[config.mk]
export PLATFORM = sky130hd
export DESIGN_NAME = load_store_unit
export DESIGN_NICKNAME = d
export VERILOG_FILES = /design/src/rtl/load_store_unit_pkg.sv /design/src/rtl/load_store_unit_align.sv /design/src/rtl/load_store_unit.sv
export SDC_FILE = /design/constraint.sdc
export NUM_CORES = 1
export LEC_CHECK = 0
export BUFFER_PORTS_ARGS = -buffer_cell sky130_fd_sc_hd__buf_4
export CORE_MARGIN = 5
export CORE_UTILIZATION = 45
export CTS_BUF_LIST = sky130_fd_sc_hd__clkbuf_4
export CTS_CLUSTER_SIZE = 40
export DETAILED_ROUTE_END_ITERATION = 8
export PLACE_DENSITY = 0.82
export SYNTH_ARGS = -nofsm -noshare
export SYNTH_HDL_FRONTEND = slang
export SYNTH_SLANG_ARGS = --single-unit
[constraint.sdc]
create_clock -name clk -period 4.5 [get_ports clk]
set_clock_uncertainty 0.15 [all_clocks]
set_input_delay 0.9 -clock clk [delete_from_list [all_inputs] [get_ports clk]]
set_output_delay 0.9 -clock clk [all_outputs]
set_load 0.02 [all_outputs]
[src/rtl/load_store_unit_pkg.sv]
// Shared types, widths and lane helpers for the load/store unit.
package load_store_unit_pkg;

  localparam int unsigned WIDTH          = 32;
  localparam int unsigned REG_ADDR_WIDTH = 5;
  localparam int unsigned LANES          = 4;

  typedef enum logic [1:0] {
    MEM_NONE  = 2'd0,
    MEM_LOAD  = 2'd1,
    MEM_STORE = 2'd2
  } mem_op_t;

  typedef enum logic [1:0] {
    SZ_BYTE = 2'd0,
    SZ_HALF = 2'd1,
    SZ_WORD = 2'd2
  } mem_size_t;

  typedef enum logic [1:0] {
    IDLE   = 2'd0,
    ACCESS = 2'd1,
    DONE   = 2'd2
  } lsu_state_t;

  // Memory-stage output bundle handed to writeback.
  typedef struct packed {
    logic                      valid;
    logic                      load;
    logic [WIDTH-1:0]          read_data;
    logic                      alu_mode;
    logic [WIDTH-1:0]          alu_result;
    logic                      rd;
    logic [REG_ADDR_WIDTH-1:0] rd_address;
    logic                      misaligned;
  } me_bundle_t;

  // Little-endian byte enables for an access of the given size at lane offset off.
  function automatic logic [LANES-1:0] lane_be(mem_size_t size, logic [1:0] off);
    case (size)
      SZ_BYTE: lane_be = 4'b0001 << off;
      SZ_HALF: lane_be = 4'b0011 << off;
      default: lane_be = 4'b1111;
    endcase
  endfunction

  // Extract the addressed lane(s) from a read word and sign/zero extend.
  function automatic logic [WIDTH-1:0] extend(logic [WIDTH-1:0] word, mem_size_t size,
                                              logic [1:0] off, logic uns);
    logic [WIDTH-1:0] sh;
    sh = word >> {off, 3'b000};
    case (size)
      SZ_BYTE: extend = uns ? {{(WIDTH-8){1'b0}}, sh[7:0]}
                            : {{(WIDTH-8){sh[7]}}, sh[7:0]};
      SZ_HALF: extend = uns ? {{(WIDTH-16){1'b0}}, sh[15:0]}
                            : {{(WIDTH-16){sh[15]}}, sh[15:0]};
      default: extend = word;
    endcase
  endfunction

endpackage

[src/rtl/load_store_unit_align.sv]
// Combinational lane logic: alignment check, byte enables, store replication, load extraction.
module lsu_align
  import load_store_unit_pkg::*;
(
  input  logic [1:0]       st_size,
  input  logic [1:0]       st_off,
  input  logic [WIDTH-1:0] st_data,
  output logic             misaligned_c,
  output logic [LANES-1:0] be_c,
  output logic [WIDTH-1:0] wdata_c,
  input  logic [1:0]       ld_size,
  input  logic [1:0]       ld_off,
  input  logic             ld_unsigned,
  input  logic [WIDTH-1:0] rdata,
  output logic [WIDTH-1:0] ld_data_c
);

  mem_size_t st_size_e;
  mem_size_t ld_size_e;

  assign st_size_e = mem_size_t'(st_size);
  assign ld_size_e = mem_size_t'(ld_size);

  // Alignment check and store-data lane replication.
  always_comb begin
    misaligned_c = 1'b0;
    wdata_c      = st_data;
    case (st_size_e)
      SZ_BYTE: wdata_c = {LANES{st_data[7:0]}};
      SZ_HALF: begin
        misaligned_c = st_off[0];
        wdata_c      = {2{st_data[15:0]}};
      end
      default: misaligned_c = (st_off != 2'b00);
    endcase
  end

  assign be_c      = lane_be(st_size_e, st_off);
  assign ld_data_c = extend(rdata, ld_size_e, ld_off, ld_unsigned);

endmodule

[src/rtl/load_store_unit.sv]
// Memory-stage load/store engine: req/ack data-RAM access FSM plus registered writeback bundle.
module load_store_unit
  import load_store_unit_pkg::*;
#(
  parameter int unsigned ADDR_WIDTH = WIDTH
) (
  input  logic                      clk,
  input  logic                      nrst,
  input  logic                      stall,
  input  logic                      req_valid,
  output logic                      req_ready,
  input  logic [1:0]                req_op,
  input  logic [1:0]                req_size,
  input  logic                      req_unsigned,
  input  logic [ADDR_WIDTH-1:0]     req_address,
  input  logic [WIDTH-1:0]          req_store_data,
  input  logic                      req_alu_mode,
  input  logic [WIDTH-1:0]          req_alu_result,
  input  logic                      req_rd,
  input  logic [REG_ADDR_WIDTH-1:0] req_rd_address,
  output logic                      mem_req,
  output logic                      mem_we,
  output logic [ADDR_WIDTH-3:0]     mem_addr,
  output logic [LANES-1:0]          mem_be,
  output logic [WIDTH-1:0]          mem_wdata,
  input  logic                      mem_ack,
  input  logic [WIDTH-1:0]          mem_rdata,
  output logic                      valid_me,
  output logic                      load_me,
  output logic                      alu_mode_me,
  output logic                      rd_me,
  output logic [WIDTH-1:0]          read_data_me,
  output logic [WIDTH-1:0]          alu_result_me,
  output logic [REG_ADDR_WIDTH-1:0] rd_address_me,
  output logic                      misaligned_me
);

  lsu_state_t state_q, state_d;
  me_bundle_t me_q, me_d;
  mem_op_t    req_op_e;

  logic                      accept, is_mem, start_access;
  logic                      misaligned_c;
  logic [LANES-1:0]          be_c;
  logic [WIDTH-1:0]          wdata_c, ld_data_c;

  logic                      cap_load, cap_unsigned, cap_alu_mode, cap_rd;
  logic [1:0]                cap_size, cap_off;
  logic [WIDTH-1:0]          cap_alu_result, lat_data;
  logic [REG_ADDR_WIDTH-1:0] cap_rd_address;

  assign req_op_e     = mem_op_t'(req_op);
  assign req_ready    = (state_q == IDLE) && !stall;
  assign accept       = req_valid && req_ready;
  assign is_mem       = (req_op_e == MEM_LOAD) || (req_op_e == MEM_STORE);
  assign start_access = accept && is_mem && !misaligned_c;

  lsu_align u_align (
    .st_size      (req_size),
    .st_off       (req_address[1:0]),
    .st_data      (req_store_data),
    .misaligned_c (misaligned_c),
    .be_c         (be_c),
    .wdata_c      (wdata_c),
    .ld_size      (cap_size),
    .ld_off       (cap_off),
    .ld_unsigned  (cap_unsigned),
    .rdata        (mem_rdata),
    .ld_data_c    (ld_data_c)
  );

  // Next state and next output bundle; the bundle defaults to a bubble.
  always_comb begin
    state_d = state_q;
    me_d    = '0;
    case (state_q)
      IDLE: begin
        if (accept) begin
          if (start_access) begin
            state_d = ACCESS;
          end else begin
            me_d.valid      = 1'b1;
            me_d.alu_mode   = is_mem ? 1'b0 : req_alu_mode;
            me_d.alu_result = req_alu_result;
            me_d.rd         = is_mem ? 1'b0 : req_rd;
            me_d.rd_address = req_rd_address;
            me_d.misaligned = is_mem;
          end
        end
      end
      ACCESS, DONE: begin
        if ((state_q == ACCESS && mem_ack) || (state_q == DONE && !stall)) begin
          state_d         = stall ? DONE : IDLE;
          me_d.valid      = 1'b1;
          me_d.load       = cap_load;
          me_d.read_data  = (state_q == DONE) ? lat_data : ld_data_c;
          me_d.alu_mode   = cap_alu_mode;
          me_d.alu_result = cap_alu_result;
          me_d.rd         = cap_load && cap_rd;
          me_d.rd_address = cap_rd_address;
        end
      end
      default: state_d = IDLE;
    endcase
  end

  // State register.
  always_ff @(posedge clk or negedge nrst) begin
    if (!nrst) state_q <= IDLE;
    else       state_q <= state_d;
  end

  // Output bundle register, frozen while stalled.
  always_ff @(posedge clk or negedge nrst) begin
    if (!nrst)       me_q <= '0;
    else if (!stall) me_q <= me_d;
  end

  // RAM port and captured request; port fields hold from acceptance until ack.
  always_ff @(posedge clk or negedge nrst) begin
    if (!nrst) begin
      mem_req        <= 1'b0;
      mem_we         <= 1'b0;
      mem_addr       <= '0;
      mem_be         <= '0;
      mem_wdata      <= '0;
      cap_load       <= 1'b0;
      cap_unsigned   <= 1'b0;
      cap_size       <= 2'b00;
      cap_off        <= 2'b00;
      cap_alu_mode   <= 1'b0;
      cap_alu_result <= '0;
      cap_rd         <= 1'b0;
      cap_rd_address <= '0;
      lat_data       <= '0;
    end else begin
      if (start_access) begin
        mem_req        <= 1'b1;
        mem_we         <= (req_op_e == MEM_STORE);
        mem_addr       <= req_address[ADDR_WIDTH-1:2];
        mem_be         <= be_c;
        mem_wdata      <= wdata_c;
        cap_load       <= (req_op_e == MEM_LOAD);
        cap_unsigned   <= req_unsigned;
        cap_size       <= req_size;
        cap_off        <= req_address[1:0];
        cap_alu_mode   <= req_alu_mode;
        cap_alu_result <= req_alu_result;
        cap_rd         <= req_rd;
        cap_rd_address <= req_rd_address;
      end else if (state_q == ACCESS && mem_ack) begin
        mem_req  <= 1'b0;
        lat_data <= ld_data_c;
      end
    end
  end

  assign valid_me      = me_q.valid;
  assign load_me       = me_q.load;
  assign read_data_me  = me_q.read_data;
  assign alu_mode_me   = me_q.alu_mode;
  assign alu_result_me = me_q.alu_result;
  assign rd_me         = me_q.rd;
  assign rd_address_me = me_q.rd_address;
  assign misaligned_me = me_q.misaligned;

endmodule

== Word level (Yosys, flattened, before mapping) ==
Index checks and enable logic that the tools add are counted.
Widths: inputs -> output; s select.

* Equality and inequality tests: 9
* Shift operators: 3
* Muxes and demuxes: 25
* Bitwise gates (word level): 1
* Reduce and logical (&&, ||, !) cells: 19

{| class="wikitable"
|+ Operator list
! cell !! count
|-
| $pmux 32 s2 || 2
|-
| $mux 32 || 3
|-
| $mux 40 || 2
|-
| $pmux 39 s2 || 1
|-
| $mux 73 || 1
|-
| $mux 33 || 1
|-
| $shr 32x5->16 || 1
|-
| $eq 2x1->1 const B || 4
|-
| $mux 2 || 4
|-
| $pmux 4 s2 || 1
|-
| $logic_and 1x1->1 || 7
|-
| $mux 1 || 7
|-
| $logic_not 2->1 || 3
|-
| $ne 2x2->1 const B || 3
|-
| $eq 2x2->1 const B || 2
|-
| $pmux 1 s2 || 2
|-
| $pmux 2 s2 || 1
|-
| $reduce_bool 2->1 || 2
|-
| $shl 1x2->4 const A || 1
|-
| $shl 2x2->4 const A || 1
|-
| $reduce_and 3->1 || 1
|-
| $logic_not 1->1 || 2
|-
| $logic_or 1x1->1 || 2
|-
| $reduce_and 2->1 || 1
|-
| 2 further kinds || 2
|}

* Register bits: 221
* Input port bits: 145
* Output and inout bits: 143
* Logic and storage cells: 80

== Depth between registers and ports, before layout ==
Gate-level depths: netlist of the first run.

* Word-level depth: 8
* Depth in mapped cells: 9
* Gate-level depth less buffers: 6

== Modules after synthesis ==
From an unflattened synthesis of the first run, not the netlist that was laid out.

* Cells, all modules: 795
* Area, all modules: 9997.1 um2

{| class="wikitable"
|+ Modules (own cells, without submodules)
! module !! instances !! cells each !! area an instance (um2) !! seq. area each (um2)
|-
| load_store_unit || 1 || 623 || 8891.0 || 5530.3
|-
| lsu_align || 1 || 172 || 1106.1 || 0.0
|}

== Worst setup path before layout of the first run ==
OpenSTA, ideal clock, no wires.

* Path type: input to register
* From: input req_op[0]
* To: register cap_alu_result[0]
* Setup time: 65 ps
* Data arrival time: 2515 ps
* Data required time: 4285 ps
* Slack: 1770 ps
* Cell stages on the path: 9
* Buffers on the path: 3
* Cell sequence: inv_1 ha_1 nand4bb_1 clkbuf_1 nor3_1 clkbuf_1 clkbuf_1 nand2_1 nand2_1

* Cells in the longest elaborated chain, start to end: 4
* Elaborated cells on any way between the ends: 5
* Those cells by class: eq/ne: 2; reduce/logical: 3

{| class="wikitable"
|+ Ends and longest elaborated chain
! element !! line !! text
|-
| start, declared || load_store_unit.sv:12 || <nowiki>input logic [1:0] req_op,</nowiki>
|-
| $eq 2x1->1 / $eq 2x2->1 (equally long branches) || load_store_unit.sv:55 || <nowiki>assign is_mem = (req_op_e == MEM_LOAD) || (req_op_e == MEM_STORE);</nowiki>
|-
| $logic_or 1x1->1 * || load_store_unit.sv:55 ||
|-
| $logic_and 1x1->1 * (2 in a row) || load_store_unit.sv:56 || <nowiki>assign start_access = accept && is_mem && !misaligned_c;</nowiki>
|-
| end signal, assigned || load_store_unit.sv:148 || <nowiki>cap_alu_result <= req_alu_result;</nowiki>
|-
| end, declared || load_store_unit.sv:49 || <nowiki>logic [WIDTH-1:0] cap_alu_result, lat_data;</nowiki>
|}

Every way passes the cells marked *; elsewhere a longest branch is shown, timed or not.
A chain may end at the register's enable or synchronous reset.

== Worst setup path in the final report of the first run ==
* From: register cap_off[0]
* To: register me_q (netlist bit read_data_me[16])

* Cells in the longest elaborated chain, start to end: 6
* Elaborated cells on any way between the ends: 7
* Those cells by class: shift: 1; mux: 6

{| class="wikitable"
|+ Ends and longest elaborated chain
! element !! line !! text
|-
| start, declared || load_store_unit.sv:48 || <nowiki>logic [1:0] cap_size, cap_off;</nowiki>
|-
| start signal, assigned || load_store_unit.sv:146 || <nowiki>cap_off <= req_address[1:0];</nowiki>
|-
| $shr 32x5->16 * || load_store_unit_pkg.sv:51 || <nowiki>sh = word >> {off, 3'b000};</nowiki>
|-
| $mux 32, on equally long branches || load_store_unit_pkg.sv:55, load_store_unit_pkg.sv:53 ||
|-
| $pmux 32 s2 * || load_store_unit_pkg.sv:52 || <nowiki>case (size)</nowiki>
|-
| $mux 32 * || load_store_unit.sv:96 || <nowiki>me_d.read_data = (state_q == DONE) ? lat_data : ld_data_c;</nowiki>
|-
| $mux 73 * || load_store_unit.sv:92 || <nowiki>if ((state_q == ACCESS && mem_ack) || (state_q == DONE && !stall)) begin</nowiki>
|-
| $mux 33 * || load_store_unit.sv:76 || <nowiki>case (state_q)</nowiki>
|-
| end signal, assigned || load_store_unit.sv:116 || <nowiki>else if (!stall) me_q <= me_d;</nowiki>
|-
| end, declared || load_store_unit.sv:39 || <nowiki>me_bundle_t me_q, me_d;</nowiki>
|}

Marks and branches as above.

==> flow_metrics.tcl, run 1 <==
set metrics [dict create \
    cts_buffers 60 \
    utilization 0.6070 \
    grt_pass1_wl_mm 49.89 \
    cts_resized 0 \
    htree_levels 2 \
    vias 9037 \
    die_x_um 160.0 \
    fill_cells 1786 \
    synth-seq-area-share 0.5461 \
    hpwl_mm 21.53 \
    grt_usage 0.2361 \
    drt-wirelength-per-cell_um 18.92 \
    grt_max_degree 113 \
    syn-num-nets 1164 \
    power_mw 8.669 \
    max_slew.worst_pin.slew_ns 1.257 \
    cp_cell_sequence "mux4_2 > and3_1 > a2111oi_0 > o21ai_0" \
    netlist_area_um2 10130 \
    overflow 0 \
    finalSetupTns_ns 0 \
    core_um2 21960 \
    period_needed_ns 3.203 \
    synth_top_cell_by_area "dfrtp_1" \
    drtAntennaViolNets 0 \
    yosysUniqueCellTypes 54 \
    async_reset_ff_frac 1.000 \
    p_leak_nw 7.012 \
    startpoint_type "flop" \
    maxCapViolCount 0 \
    synth_ff_type "dfrtp_1" \
    setup_ws_ns 1.297 \
    die-area_um2 25600 \
    cts.path.max_buffers 3 \
    r2r-start "cap_off[0]$_DFFE_PN0P_" \
    drc 0 \
    worst_setup_path_end_kind "flop" \
    relSlewSlack 0.1546 \
    rsz0062_at_grt "false" \
    cts_tree "built" \
    netlist_instances 1012 \
    synth_edf_count 0 \
    die_h_um 160.0 \
    placed_area_um2 12540 \
    status "complete, no violations" \
    netlist_top_cells_area "dfrtp_1 55%, nand2_1 11%, a22o_1 3.2%" \
    dr.pass1.iters 5 \
    hold_class "in2async" \
    drive_above_1_share 0.3141 \
    antenna_found_initial 3 \
    synth_seq_cells 221 \
    cts_setup_buffers 0 \
    power_density_nw_per_um2 650.4 \
    postSynthAreaPerCell_um2 10.01 \
    area_growth_pct 31.62 \
    drt_wl_total_mm 30.88 \
    path_clk_slew_ns 0.08 \
    r2r_cells 4 \
    fmax_mhz 312.2 \
    portBuffers 287 \
    drv_slew 0 \
    finalWeightedCongestion 0.8993 \
    grt_pass1_vias 9523 \
    post-place-ws_ns 1.213 \
    r2r_slack_ns 1.30 \
    path_class "reg2reg" \
    crit_arrival_ns 3.59 \
    vias_per_cell 5.537 \
    io_pins 288 \
    start_util 0.4612 \
    clock_sinks 221 \
    rows 54 \
    yosysWarnings 0 \
    finish.instance_area_um2 13330 \
    ctsHoldBuffers 0 \
    cts-root-buf "clkbuf_4" \
    slowest_stage "dfrtp_1" \
    drt_iter0_markers 552 \
    ir_drop_uv 349.7 \
    setup_viol 0 \
    finalHoldViolations 0 \
    min_period_over_period 0.7119 \
    fin_nets 1458 \
    cpPeakStageDelay_ns 0.83 \
    crit_fanout 20 \
    regToRegEndpoint "read_data_me[16]$_DFFE_PN0N_" \
    synth_top_area_frac 0.5461 \
    cp.required_ns 4.88 \
    worstSkewPairLatency_ns 0.67 \
]
-- Yosys cell counts, types with 2 or more instances --
master	count
nand3b_1	2
a32o_1	2
nor3_1	10
buf_2	16
a211oi_1	2
a2111oi_4	9
a32oi_1	13
and2_1	2
buf_1	11
o21ai_0	62
o2bb2ai_1	6
clkbuf_1	41
nand3_1	4
nor2b_1	11
nor4b_2	2
and3_1	3
a22o_1	37
o21ai_1	20
a22oi_1	27
inv_1	19
o221ai_1	5
a221o_1	7
nor3_2	2
nor2_1	17
nor3b_1	5
nand2_1	305
mux2i_1	26
a21o_1	39
buf_4	3
a2111oi_0	9
buf_6	2
dfrtp_1	221
o22ai_1	4
o211ai_1	7
ha_1	7
a31oi_1	4
nand2b_1	6
a21oi_1	16
o311ai_0	3
o31ai_1	11
-- per-stage QoR --
step | instances | hold slack (ns)
floorplan | 1012 | 0.2955
global placement | 1524 | 0.3074
detailed placement | 1524 | 0.3130
CTS | 1630 | 0.1276
global route | 1632 | 0.1618
finish | 1632 | 0.1273
-- registers in the layout, summed over array words and instances, names as in the netlist, 4 cells and up --
signal,flops
cap_alu_result,32
rd_address_me,5
mem_wdata,32
mem_be,4
alu_result_me,32
lat_data,32
mem_addr,30
cap_rd_address,5
read_data_me,32
-- layer usage --
layer,vias to the layer above,share of wire,global-route usage
met3,90,0.093,0.07655
li1,4189,-,-
met1,4319,0.39,0.2918
met4,2,0.042,0.1130
met2,437,0.48,0.3765
met5,-,0.00042,0
-- layout by cell type, fill, tap and decap left out, drive strengths merged, types with 3 or more instances in the layout --
| cell | n |
|---|---|
| o31ai | 11 |
| ha | 7 |
| a21o | 39 |
| a31oi | 4 |
| a32oi | 13 |
| clkinv | 12 |
| nor3b | 5 |
| a22o | 37 |
| o221ai | 5 |
| o311ai | 3 |
| mux2i | 26 |
| inv | 19 |
| dfrtp | 221 |
| o2bb2ai | 6 |
| a22oi | 27 |
| a221o | 7 |
| o21ai | 82 |
| o22ai | 4 |
| clkbuf | 93 |
| o211ai | 7 |
| nor4b | 3 |
| nor2b | 11 |
| a21oi | 16 |
| nand2b | 6 |
| nor2 | 17 |
| nand3 | 4 |
| nand2 | 305 |
| and3 | 3 |
| nor3 | 12 |
| a2111oi | 19 |
| buf | 306 |
-- critical path: cells and delay by family (launching register included) --
kind | cells | cell delay (ns)
flip-flops | 1 | 0.83
AND/OR/NAND/NOR | 1 | 0.54
multiplexers | 1 | 0.61
AO/OA/AOI/OAI | 2 | 0.94
-- report_power, final --
group / switching, mW / internal (mW)
combinational: 2.03 / 1.49
sequential: 0.565 / 2.76
clock: 0.839 / 0.993
-- area by class of cell --
type / instances / area [um2] / area share
Inverter: 19 / 71.32 / 0.005351
Sequential cell: 221 / 5530 / 0.4149
Clock buffer: 93 / 698.2 / 0.05238
Antenna cell: 2 / 5.005 / 0.0003755
Timing Repair Buffer: 306 / 2342 / 0.1757
Clock inverter: 13 / 86.33 / 0.006477
Tap cell: 280 / 350.3 / 0.02628
Multi-Input combinational cell: 698 / 4245 / 0.3185
-- how the worst max path moves through the flow --
stage	from	end	slack, ns
2_1_floorplan	req_op[0]	cap_alu_result[0]$_DFFE_PN0P_	1.77
3_3_place_gp	stall	read_data_me[15]$_DFFE_PN0N_	1.33
3_5_place_dp	stall	read_data_me[15]$_DFFE_PN0N_	1.21
4_1_cts	cap_off[0]$_DFFE_PN0P_	read_data_me[16]$_DFFE_PN0N_	1.33
5_1_grt	cap_off[0]$_DFFE_PN0P_	read_data_me[16]$_DFFE_PN0N_	1.05
6_report	cap_off[0]$_DFFE_PN0P_	read_data_me[16]$_DFFE_PN0N_	1.30
-- logic make-up (layout without fill, tap and decap cells) --
| group | after synthesis | count (layout) | share of synthesized area |
|---|---|---|---|
| AND/OR/NAND/NOR | 374 | 374 | 0.1564 |
| AO/OA/AOI/OAI | 289 | 289 | 0.2192 |
| flip-flops | 221 | 221 | 0.5461 |
| buffers and inverters | 93 | 431 | 0.04065 |
| multiplexers | 28 | 28 | 0.02903 |
| adder cells (fa/ha/maj) | 7 | 7 | 0.008648 |
| other | 0 | 2 | 0 |
Power figures use the tool's default switching activity.
==> inputs of run 2 (changes only) <==
Clock period 4.5 ns to 3 ns, I/O delays scaled along.
==> run 2 against run 1 <==
- global-route usage up 2.9 points
- critical path type unchanged
- flip-flop and latch count stayed put
- critical path depth is 1 higher
- first-iteration DRC count rose by 27%
- total power increased by 53%
- largest cell class unchanged
- routed wire length rose by 12%
- sequential share of layout area down 2.8 points
- die area is the same
- register-to-register slack worse by 0.99 ns
- largest power group unchanged
- sequential power increased by 48%
==> flow_metrics.tcl, run 2 (synthesis gave the netlist of run 1 again) <==
set metrics [dict create \
    status "complete, no violations" \
    grt_pass1_wl_mm 55.39 \
    drtAntennaViolNets 0 \
    crit_arrival_ns 3.07 \
    drt_iter0_markers 701 \
    grt_max_degree 89 \
    final_common_cell "buf_4" \
    max_slew.worst_pin.slew_ns 1.086 \
    met1_usage 0.3136 \
    area_growth_pct 41.15 \
    cp.required_ns 3.37 \
    clock_sinks 221 \
    drv_slew 0 \
    finalSetupTns_ns 0 \
    power_density_nw_per_um2 929.9 \
    use_met3 0.08222 \
    fin_nets 1556 \
    relSlewSlack 0.2696 \
    io_pins 288 \
    antenna_found_initial 3 \
    startpoint_type "flop" \
    setup_ws_ns 0.3053 \
    drt-wirelength-per-cell_um 19.97 \
    worstSkewPairLatency_ns 0.67 \
    cts_resized 0 \
    grt_usage 0.2654 \
    crit_fanout 7 \
    worstHoldEndpoint "mem_wdata[21]$_DFFE_PN0P_" \
    htree_levels 2 \
    hp-start "req_store_data[21]" \
    fmax_mhz 371.1 \
    vias 9703 \
    crit_start "cap_off[0]$_DFFE_PN0P_" \
    finalHoldViolations 0 \
    min_period_over_period 0.8982 \
    final_cell_mix "310 x buf_4, 305 x nand2_1, 221 x dfrtp_1" \
    drt_wl_total_mm 34.72 \
    path_clk_slew_ns 0.07 \
    cts_buffers 61 \
    overflow 0 \
    cts-root-buf "clkbuf_4" \
    cts_setup_buffers 0 \
    worst_setup_path_end_kind "flop" \
    min_path_cells 3 \
    drc 0 \
    regToRegEndpoint "read_data_me[16]$_DFFE_PN0N_" \
    rsz0062_at_grt "false" \
    drive_above_1_share 0.2976 \
    ir_drop_uv 532.4 \
    hold_class "in2reg" \
    cts_tree "built" \
    grt_use_met2 0.4306 \
    die_x_um 160.0 \
    die_h_um 160.0 \
    r2r_slack_ns 0.31 \
    dr.pass1.iters 6 \
    cts.path.max_buffers 3 \
    utilization 0.6510 \
    die-area_um2 25600 \
    hpwl_mm 22.10 \
    rows 54 \
    power_mw 13.29 \
    busiest_layer "met2" \
    path_class "reg2reg" \
    p_leak_nw 7.434 \
    grt_pass1_vias 10350 \
    period_needed_ns 2.695 \
    maxCapViolCount 0 \
    r2r_cells 5 \
    core_um2 21960 \
    finalWeightedCongestion 0.9146 \
    setup_viol 0 \
    post-place-ws_ns 0.1517 \
    ctsHoldBuffers 87 \
    portBuffers 287 \
    r2r-start "cap_off[0]$_DFFE_PN0P_" \
    start_util 0.4612 \
    vias_per_cell 5.583 \
]
-- run 2: changes by cell type in the layout (fill, tap and decap cells not counted), sizes merged --
cell / delta
inv: +1
buf: +10
bufinv: -1
diode: +1
dlygate4sd3: +87
clkbuf: -1
clkinv: +9
-- run 2: per-layer routing --
metal  up-vias  part of all wire  routed length, um
met5         -                 0                  0
met3       127             0.090               3115
met2       518              0.48              16800
met4         0             0.057               1987
met1      4677              0.37              12820
li1       4381                 -                  -
-- run 2: stage by stage --
| step | std cells | instance area, um2 | hold WS (ns) |
|---|---|---|---|
| 2_1_floorplan | 1012 | 10130 | 0.1544 |
| 3_3_place_gp | 1534 | 12640 | 0.3076 |
| 3_5_place_dp | 1534 | 12640 | 0.3125 |
| 4_1_cts | 1735 | 14290 | 0.003918 |
| 5_1_grt | 1738 | 14300 | 0.007171 |
| 6_report | 1738 | 14300 | 0.05217 |
-- run 2: cell type report --
class / count / area [um2]
multi-input combinational: 698 / 4245
tap: 280 / 350.3
fill: 1645 / 7664
antenna: 3 / 7.507
sequential: 221 / 5530
inverter: 19 / 71.32
clock inverter: 22 / 86.33
timing repair buffer: 403 / 3313
clock buffer: 92 / 690.7
-- run 2: worst max-delay path by stage --
stage,endpoint,slack (ns),depth (start not counted)
final,read_data_me[16]$_DFFE_PN0N_,0.31,5
after global placement,read_data_me[16]$_DFFE_PN0N_,0.15,6
after detailed placement,lat_data[16]$_DFFE_PN0P_,0.15,6
after floorplan,cap_alu_result[0]$_DFFE_PN0P_,0.57,9
after CTS,req_ready,0.33,4
after global routing,req_ready,0.20,4
-- run 2: report_power, final --
| group | switching, mW | internal [mW] |
|---|---|---|
| clock | 1.30 | 1.40 |
| sequential | 0.775 | 4.14 |
| combinational | 3.30 | 2.37 |
-- run 2: worst max-delay path, stage by stage (launching register included) --
cell and delay, ns:
dfrtp_1 0.49, mux4_2 0.54, and3_1 0.25, a2111oi_0 0.80
buf_4 0.24, o21ai_0 0.08
